===== src/rtl/lsu_load_ctrl.sv =====
// -----------------------------------------------------------------------------
// lsu_load_ctrl
//   LSU-side load sequencer. Takes one strided load command from decode,
//   issues a single AR request to the AXI read interface block, then streams
//   every returned R beat into the local load buffer at consecutive addresses.
//   Completion is flagged by a one-cycle ld_done pulse together with a sticky
//   ld_err that holds until the next command is accepted.
//
// Ports
//   clk, rst_n            clock, asynchronous active-low reset
//   cmd_*                 load command (valid/ready handshake)
//   lsu_axi_ar*           read request towards the AXI read interface
//   axi_lsu_arrdy         read interface ready for a request
//   axi_lsu_r*            returned beats from the AXI read interface
//   lsu_axi_rrdy          beat accept (follows buf_wrdy while receiving)
//   buf_wrdy              load buffer can take a write this cycle
//   buf_wen/waddr/wdata   load buffer write port
//   ld_done, ld_err       completion pulse and sticky error status
// -----------------------------------------------------------------------------
module lsu_load_ctrl #(
    parameter int BUF_AW = 8,
    parameter int DATA_W = 64
) (
    input  logic              clk,
    input  logic              rst_n,

    input  logic              cmd_vld,
    output logic              cmd_rdy,
    input  logic [7:0]        cmd_id,
    input  logic [9:0]        cmd_addr,
    input  logic [7:0]        cmd_len,
    input  logic [2:0]        cmd_size,
    input  logic [1:0]        cmd_burst,
    input  logic [2:0]        cmd_str,
    input  logic [BUF_AW-1:0] cmd_dst,

    output logic [7:0]        lsu_axi_arid,
    output logic [9:0]        lsu_axi_araddr,
    output logic [7:0]        lsu_axi_arlen,
    output logic [2:0]        lsu_axi_arsize,
    output logic [1:0]        lsu_axi_arburst,
    output logic [2:0]        lsu_axi_arstr,
    output logic              lsu_axi_arvld,
    input  logic              axi_lsu_arrdy,

    input  logic [7:0]        axi_lsu_rid,
    input  logic [DATA_W-1:0] axi_lsu_rdata,
    input  logic [1:0]        axi_lsu_rresp,
    input  logic              axi_lsu_rlast,
    input  logic              axi_lsu_rvld,
    output logic              lsu_axi_rrdy,

    input  logic              buf_wrdy,
    output logic              buf_wen,
    output logic [BUF_AW-1:0] buf_waddr,
    output logic [DATA_W-1:0] buf_wdata,

    output logic              ld_done,
    output logic              ld_err
);

    typedef enum logic [1:0] {
        IDLE = 2'd0,
        REQ  = 2'd1,
        RECV = 2'd2,
        DONE = 2'd3
    } state_t;

    // Registered copy of the accepted command; drives the AR channel so the
    // request stays stable while the read interface stalls.
    typedef struct packed {
        logic [7:0]        id;
        logic [9:0]        addr;
        logic [7:0]        len;
        logic [2:0]        size;
        logic [1:0]        burst;
        logic [2:0]        str;
        logic [BUF_AW-1:0] dst;
    } ld_cmd_t;

    state_t      state_q;
    ld_cmd_t     cmd_q;
    logic [10:0] exp_beats_q;
    logic [10:0] beat_cnt_q;
    logic        err_q;
    logic        ld_err_q;

    // Request count selected by size: one request for small sizes, two or
    // four for the wide ones. Total beats fit in 11 bits (4 * 256 max).
    logic [2:0]  nreq;
    logic [10:0] exp_beats_d;

    always_comb begin
        nreq = 3'd1;
        if (cmd_size[2])
            nreq = cmd_size[0] ? 3'd4 : 3'd2;
        exp_beats_d = 11'(nreq) * (11'(cmd_len) + 11'd1);
    end

    logic beat_acc;
    logic beat_err;
    logic last_beat;

    assign beat_acc  = (state_q == RECV) && axi_lsu_rvld && buf_wrdy;
    assign beat_err  = (axi_lsu_rresp != 2'b00);
    // rlast is ignored on purpose: a multi-request load sees several rlast
    // beats, so only the beat count decides when the load is complete.
    assign last_beat = beat_acc && ((beat_cnt_q + 11'd1) == exp_beats_q);

    always_ff @(posedge clk or negedge rst_n) begin
        if (!rst_n) begin
            state_q     <= IDLE;
            cmd_q       <= '0;
            exp_beats_q <= '0;
            beat_cnt_q  <= '0;
            err_q       <= 1'b0;
            ld_err_q    <= 1'b0;
        end else begin
            case (state_q)
                IDLE: begin
                    if (cmd_vld) begin
                        cmd_q.id    <= cmd_id;
                        cmd_q.addr  <= cmd_addr;
                        cmd_q.len   <= cmd_len;
                        cmd_q.size  <= cmd_size;
                        cmd_q.burst <= cmd_burst;
                        cmd_q.str   <= cmd_str;
                        cmd_q.dst   <= cmd_dst;
                        exp_beats_q <= exp_beats_d;
                        beat_cnt_q  <= '0;
                        err_q       <= 1'b0;
                        ld_err_q    <= 1'b0;
                        state_q     <= REQ;
                    end
                end
                REQ: begin
                    if (axi_lsu_arrdy)
                        state_q <= RECV;
                end
                RECV: begin
                    if (beat_acc) begin
                        beat_cnt_q <= beat_cnt_q + 11'd1;
                        if (beat_err)
                            err_q <= 1'b1;
                        if (last_beat) begin
                            // Fold in the final beat's response so an error on
                            // the last beat is still reported with ld_done.
                            ld_err_q <= err_q | beat_err;
                            state_q  <= DONE;
                        end
                    end
                end
                DONE: begin
                    state_q <= IDLE;
                end
                default: state_q <= IDLE;
            endcase
        end
    end

    // Control outputs decode directly from the state register, so they carry
    // no combinational path from inputs (except the R-channel pass-through).
    assign cmd_rdy         = (state_q == IDLE);
    assign lsu_axi_arvld   = (state_q == REQ);
    assign ld_done         = (state_q == DONE);
    assign ld_err          = ld_err_q;

    assign lsu_axi_arid    = cmd_q.id;
    assign lsu_axi_araddr  = cmd_q.addr;
    assign lsu_axi_arlen   = cmd_q.len;
    assign lsu_axi_arsize  = cmd_q.size;
    assign lsu_axi_arburst = cmd_q.burst;
    assign lsu_axi_arstr   = cmd_q.str;

    // While receiving, beat accept follows buffer readiness so a stalled
    // buffer leaves the beat held upstream.
    assign lsu_axi_rrdy    = (state_q == RECV) && buf_wrdy;
    assign buf_wen         = beat_acc;
    // Buffer address wraps modulo 2^BUF_AW by truncation.
    assign buf_waddr       = beat_acc ? (cmd_q.dst + BUF_AW'(beat_cnt_q)) : '0;
    assign buf_wdata       = beat_acc ? axi_lsu_rdata : '0;

    // rid and rlast carry no control meaning here.
    logic unused_r;
    assign unused_r = ^{axi_lsu_rid, axi_lsu_rlast};

endmodule

===== config.mk =====
export PLATFORM = sky130hd
export DESIGN_NAME = lsu_load_ctrl
export DESIGN_NICKNAME = d
export VERILOG_FILES = /design/src/rtl/lsu_load_ctrl.sv
export SDC_FILE = /design/constraint.sdc
export NUM_CORES = 1
export LEC_CHECK = 0
export BUFFER_PORTS_ARGS = -buffer_cell sky130_fd_sc_hd__clkbuf_2
export CORE_UTILIZATION = 51
export CTS_CLUSTER_DIAMETER = 50
export DETAILED_ROUTE_END_ITERATION = 16
export GPL_ROUTABILITY_DRIVEN = 0
export PLACE_DENSITY = 0.94
export SLEW_MARGIN = 20
export SYNTH_ARGS = -nofsm -noshare
export SYNTH_HDL_FRONTEND = slang
export SYNTH_SLANG_ARGS = --single-unit

===== constraint.sdc =====
create_clock -name clk -period 6.1 [get_ports clk]
set_input_delay 0.61 -clock clk [delete_from_list [all_inputs] [get_ports clk]]
set_output_delay 0.61 -clock clk [all_outputs]
set_load 0.01 [all_outputs]

* Word level (Yosys, flattened, before mapping)
Index checks and enable logic that the tools add are counted.
** Operators by class
- $add $sub $neg :: 3
- Multipliers :: 1
- Eq/ne operators :: 9
- Muxes and demuxes :: 19
- Bitwise logic cells :: 1
- Reductions and logical operators :: 12
** Operator list (number)
- 64-bit two-way mux :: 1
- 11-bit two-way mux :: 2
- 11-bit case mux with 2 select lines :: 1
- 4-bit AND reduction :: 3
- 11-bit by 1-bit adder with 11-bit output (second input constant) :: 1
- 11-bit == test :: 1
- 3-bit by 9-bit multiplier with 11-bit output :: 1
- 8-bit by 1-bit adder with 9-bit output (second input constant) :: 1
- 8-bit adder :: 1
- 2-bit two-way mux :: 4
- 8-bit two-way mux :: 1
- 2-bit inequality test (second input constant) :: 4
- 2-bit case mux with 4 select lines :: 1
- 3-bit two-way mux :: 2
- 1-bit two-way mux :: 5
- 2-bit == test (second input constant) :: 2
- 1-bit logical AND :: 4
- 1-bit case mux with 2 select lines :: 2
- 2-bit nonzero test :: 2
- 3-bit AND reduction :: 1
- 2-bit by 1-bit == test with 1-bit output (second input constant) :: 1
- 2-bit logical NOT :: 1
- 2-bit by 1-bit inequality test with 1-bit output (second input constant) :: 1
- 2-bit AND reduction :: 1
- 1-bit bitwise OR :: 1
** Word-level totals
- Bits in registers :: 68
- Input port bits :: 123
- Output and inout port bits :: 112

* Depth between registers and ports, before layout
- Word-level depth :: 7
- Mapped depth :: 14
- Mapped depth without buffers :: 14

* Worst setup path before layout
No wires, ideal clock.
- Kind :: input port to flip-flop
- Start point :: in cmd_len[0]
- End point :: reg exp_beats_q[9]
- Library setup time :: 0.069 ns
- Arrival :: 3.203 ns
- Setup slack :: 2.827 ns
- Stages on the path :: 12
- Path buffers :: 0
- Cell sequence :: ha_1 xor2_1 nand2_1 fa_1 inv_1 ha_1 a21o_1 a21oi_1 o21ai_0 a211o_1 a2111o_1 nand3_1
** On the way
- Word-level cells in the longest chain between the ends :: 2
** RTL lines
- from (decl) :: RTL line 31 : input logic [7:0] cmd_len,
- 8-bit by 1-bit adder with 9-bit output :: RTL line 97 : exp_beats_d = 11'(nreq) * (11'(cmd_len) + 11'd1);
- 3-bit by 9-bit multiplier with 11-bit output :: RTL line 97
- to (signal assigned) :: RTL line 129 : exp_beats_q <= exp_beats_d;
- to (decl) :: RTL line 83 : logic [10:0] exp_beats_q;
Every way passes these cells.
A chain may end at the register's enable or synchronous reset.

* Worst setup path after layout
- Start point :: reg state_q[0]
- End point :: reg state_q[1]
** On the way
- Word-level cells in the longest chain between the ends :: 6
** RTL lines
- from (decl) :: RTL line 81 : state_t state_q;
- from (signal assigned) :: RTL line 112 : state_q <= IDLE;
- from (signal assigned) :: RTL line 133 : state_q <= REQ;
- from (signal assigned) :: RTL line 138 : state_q <= RECV;
- 2-bit == test :: RTL line 104, 119
- 1-bit logical AND (2 in a row) :: RTL line 104 : assign beat_acc = (state_q == RECV) && axi_lsu_rvld && buf_wrdy;
- 1-bit logical AND :: RTL line 108 : assign last_beat = beat_acc && ((beat_cnt_q + 11'd1) == exp_beats_q);
- 2-bit inequality test (no source line)
- 4-bit AND reduction (no source line)
Parallel ways exist; a longest one is shown, timed or not.

==> flow_metrics.tcl <==
set metrics [dict create \
    dieArea_mm2 0.0101 \
    io_pins 235 \
    hold_class "input port to async pin" \
    power.internal_w 0.00129 \
    final_cells 838 \
    totalWireLength_mm 13.8 \
    report.final.slew_viol_count 0 \
    ys_types 56 \
    fill_cells 763 \
    sequentialPowerShare_pct 36.5 \
    antenna_left 0 \
    syn_nets 678 \
    track_usage_pct 27.1 \
    pwr-share-comb_pct 45.8 \
    viasPerCell 5.30 \
    area_growth_pct 23.0 \
    root_buffer "clkbuf_8" \
    yosysMostFrequentCell "dfrtp_1" \
    whs_ns 0.448 \
    gr-total-overflow 0 \
    worst_setup_path_end_kind "flop" \
    grt_max_degree 70 \
    syn-mean-instance-area_um2 9.50 \
    crit_arrival_ns 4.05 \
    hold_viol_final 0 \
    clk_path_buf_depth 2 \
    peakVddDrop_uv 231 \
    cp-start-kind "flop" \
    antenna_found_initial 0 \
    synth-edff-count 0 \
    clkSlewWorstSetupHoldPaths_ns 0.08 \
    rsz0062_at_grt "false" \
    cts_inserted_buffers 9 \
    ys_seq_area_share_pct 34.2 \
    crit_required_ns 6.33 \
    finalCritPeriodShare_pct 62.6 \
    die_h_um 101 \
    leakagePower_nw 3.20 \
    dp_hpwl_mm 10.8 \
    dr.pass1.iters 4 \
    ctsHoldBuffers 0 \
    p_clk_share_pct 17.7 \
    h-tree-depth 3 \
    cp_max_fo 69 \
    worst_pin_slew_ns 0.872 \
    worstSetupPathType "flop to flop" \
    slew_headroom_pct 41.8 \
    drv_cap 0 \
    synth_area_leaders "dfrtp_1, mux2_2, and2_1, ha_1, buf_4" \
    grt_pass1_wl_mm 21.0 \
    ys_async_sr_fraction_pct 100 \
    drc 0 \
    placed_cells 822 \
    cts_tree "built" \
    skew_ns 0.00741 \
    die_w_um 101 \
    cts_resized 0 \
    rows 35 \
    synth_cells 523 \
    layout-drive-gt1-share_pct 43.2 \
    synthFlopType "dfrtp_1" \
    synth_seq_cells 68 \
    clk_latency_ns 0.34 \
    synth_area_mm2 0.00497 \
    r2r_cells 10 \
    dr.first_iter.drc_count 171 \
    p_switching_w 0.000824 \
    core_area_mm2 0.00933 \
    port_buffers 225 \
    vias 4442 \
    start_util_pct 53.3 \
    clock-sinks 68 \
    fmax_mhz 262 \
    synth_top_area_cell "dfrtp_1" \
    tns_ns 0 \
    finalNetCount 859 \
    setup_viol 0 \
    synth_warnings 0 \
    synth_common_cells "dfrtp_1, and2_1, mux2_2, buf_4, nand2_1" \
    n_antenna_cell 0 \
    cts_setup_buffers 0 \
    grt_pass1_vias 4443 \
    wl_per_cell_um 16.5 \
    p_per_area_mw_per_mm2 346 \
    run_status "complete, no violations" \
    p_sw_share_pct 38.9 \
    post-route-min-period_ns 3.82 \
    synth_top_cell_area_share_pct 34.2 \
]
worst max-delay path, cell delays in order, from the launching register on:
cell     delay [ns]
dfrtp_1        0.42
inv_1          0.12
ha_1           0.52
and2_2         0.30
nand2_4        0.10
inv_2          0.59
nand3_1        0.16
a311o_1        0.32
or4_4          0.44
or3_4          0.36
a311o_1        0.35
state kept, by name, indices dropped and copies added (netlist names):
register / count
err_q: 1
beat_cnt_q: 11
state_q: 2
lsu_axi_arstr: 3
lsu_axi_arlen: 8
cmd_q: 8
lsu_axi_arid: 8
ld_err: 1
lsu_axi_arburst: 2
lsu_axi_arsize: 3
lsu_axi_araddr: 10
exp_beats_q: 11
path summary, 6_finish.rpt:
check,slack [ns],to,startpoint
worst max register to register,2.28,state_q[1],state_q[0]
max in group asynchronous,5.07,exp_beats_q[9],rst_n
worst min register to register,0.51,lsu_axi_arid[6],lsu_axi_arid[6]
worst max-delay path,2.28,state_q[1],state_q[0]
worst min-delay path,0.45,lsu_axi_arid[6],rst_n
min in group clk,0.49,lsu_axi_araddr[1],cmd_addr[1]
stage by stage:
step	total power (W)	utilization [%]	worst slack [ns]	cell area, um2
floorplan	0.00155	-	2.83	4970
global placement	0.00168	63.4	2.51	5920
detailed placement	0.00175	63.4	2.33	5920
CTS	0.00213	65.6	2.33	6110
global route	0.00226	65.6	2.08	6110
finish	0.00212	65.6	2.28	6110
cells in the final DEF (no fill, tap or decap), types with 2 or more instances in the layout:
cell / count
a311o_1: 2
o21ai_0: 21
xnor2_1: 16
ha_1: 23
buf_4: 2
inv_1: 28
o31ai_1: 3
and3_1: 4
nor2b_1: 8
a2111o_1: 2
nand2b_1: 9
a21o_1: 4
clkinvlp_4: 3
or2_2: 6
nand3_1: 20
mux2i_1: 2
dfrtp_1: 68
nor2_1: 14
or3_1: 4
nor3b_1: 2
o211ai_1: 3
xor2_1: 12
clkbuf_8: 9
a21oi_1: 17
mux2_2: 45
o21bai_1: 2
a22o_1: 4
clkbuf_2: 224
nand2_1: 36
o21a_1: 2
and2_1: 67
and4_1: 3
nor3_1: 7
fa_1: 9
final cells by class:
type                    instances  area (um2)  area share (%)
flip-flops and latches         68        1700            27.8
inverters                      29         109            1.78
repair buffers                227        1140            18.7
multi-input cells             369        2800            45.8
clock inverters                 7        75.1            1.23
clock buffers                   9         124            2.03
well taps                     129         161            2.64
power groups by stage:
stage | logic [W] | registers (W) | clock network, W
2_1_floorplan | 0.000817 | 0.000734 | 0
3_3_place_gp | 0.000926 | 0.000759 | 0
3_5_place_dp | 0.000971 | 0.000779 | 0
4_1_cts | 0.000977 | 0.000771 | 0.000383
5_1_grt | 0.00106 | 0.000794 | 0.000407
6_report | 0.000970 | 0.000772 | 0.000374
per-layer routing:
metal | wire length, um | GRT usage (%) | up-vias
li1 | - | - | 2095
met1 | 5110 | 28.4 | 2119
met2 | 7160 | 50.6 | 190
met3 | 974 | 6.45 | 38
met4 | 541 | 13.0 | 0
met5 | 0 | 0 | -
kinds of logic after synthesis:
family / Yosys count / share of synthesized area, %
AO/OA/AOI/OAI: 72 / 9.82
XOR/XNOR: 28 / 4.93
adder cells (fa/ha/maj): 32 / 9.41
buffers and inverters: 86 / 9.44
flip-flops: 68 / 34.2
multiplexers: 47 / 10.6
AND/OR/NAND/NOR: 190 / 21.6
(Power assumes the default switching activity.)
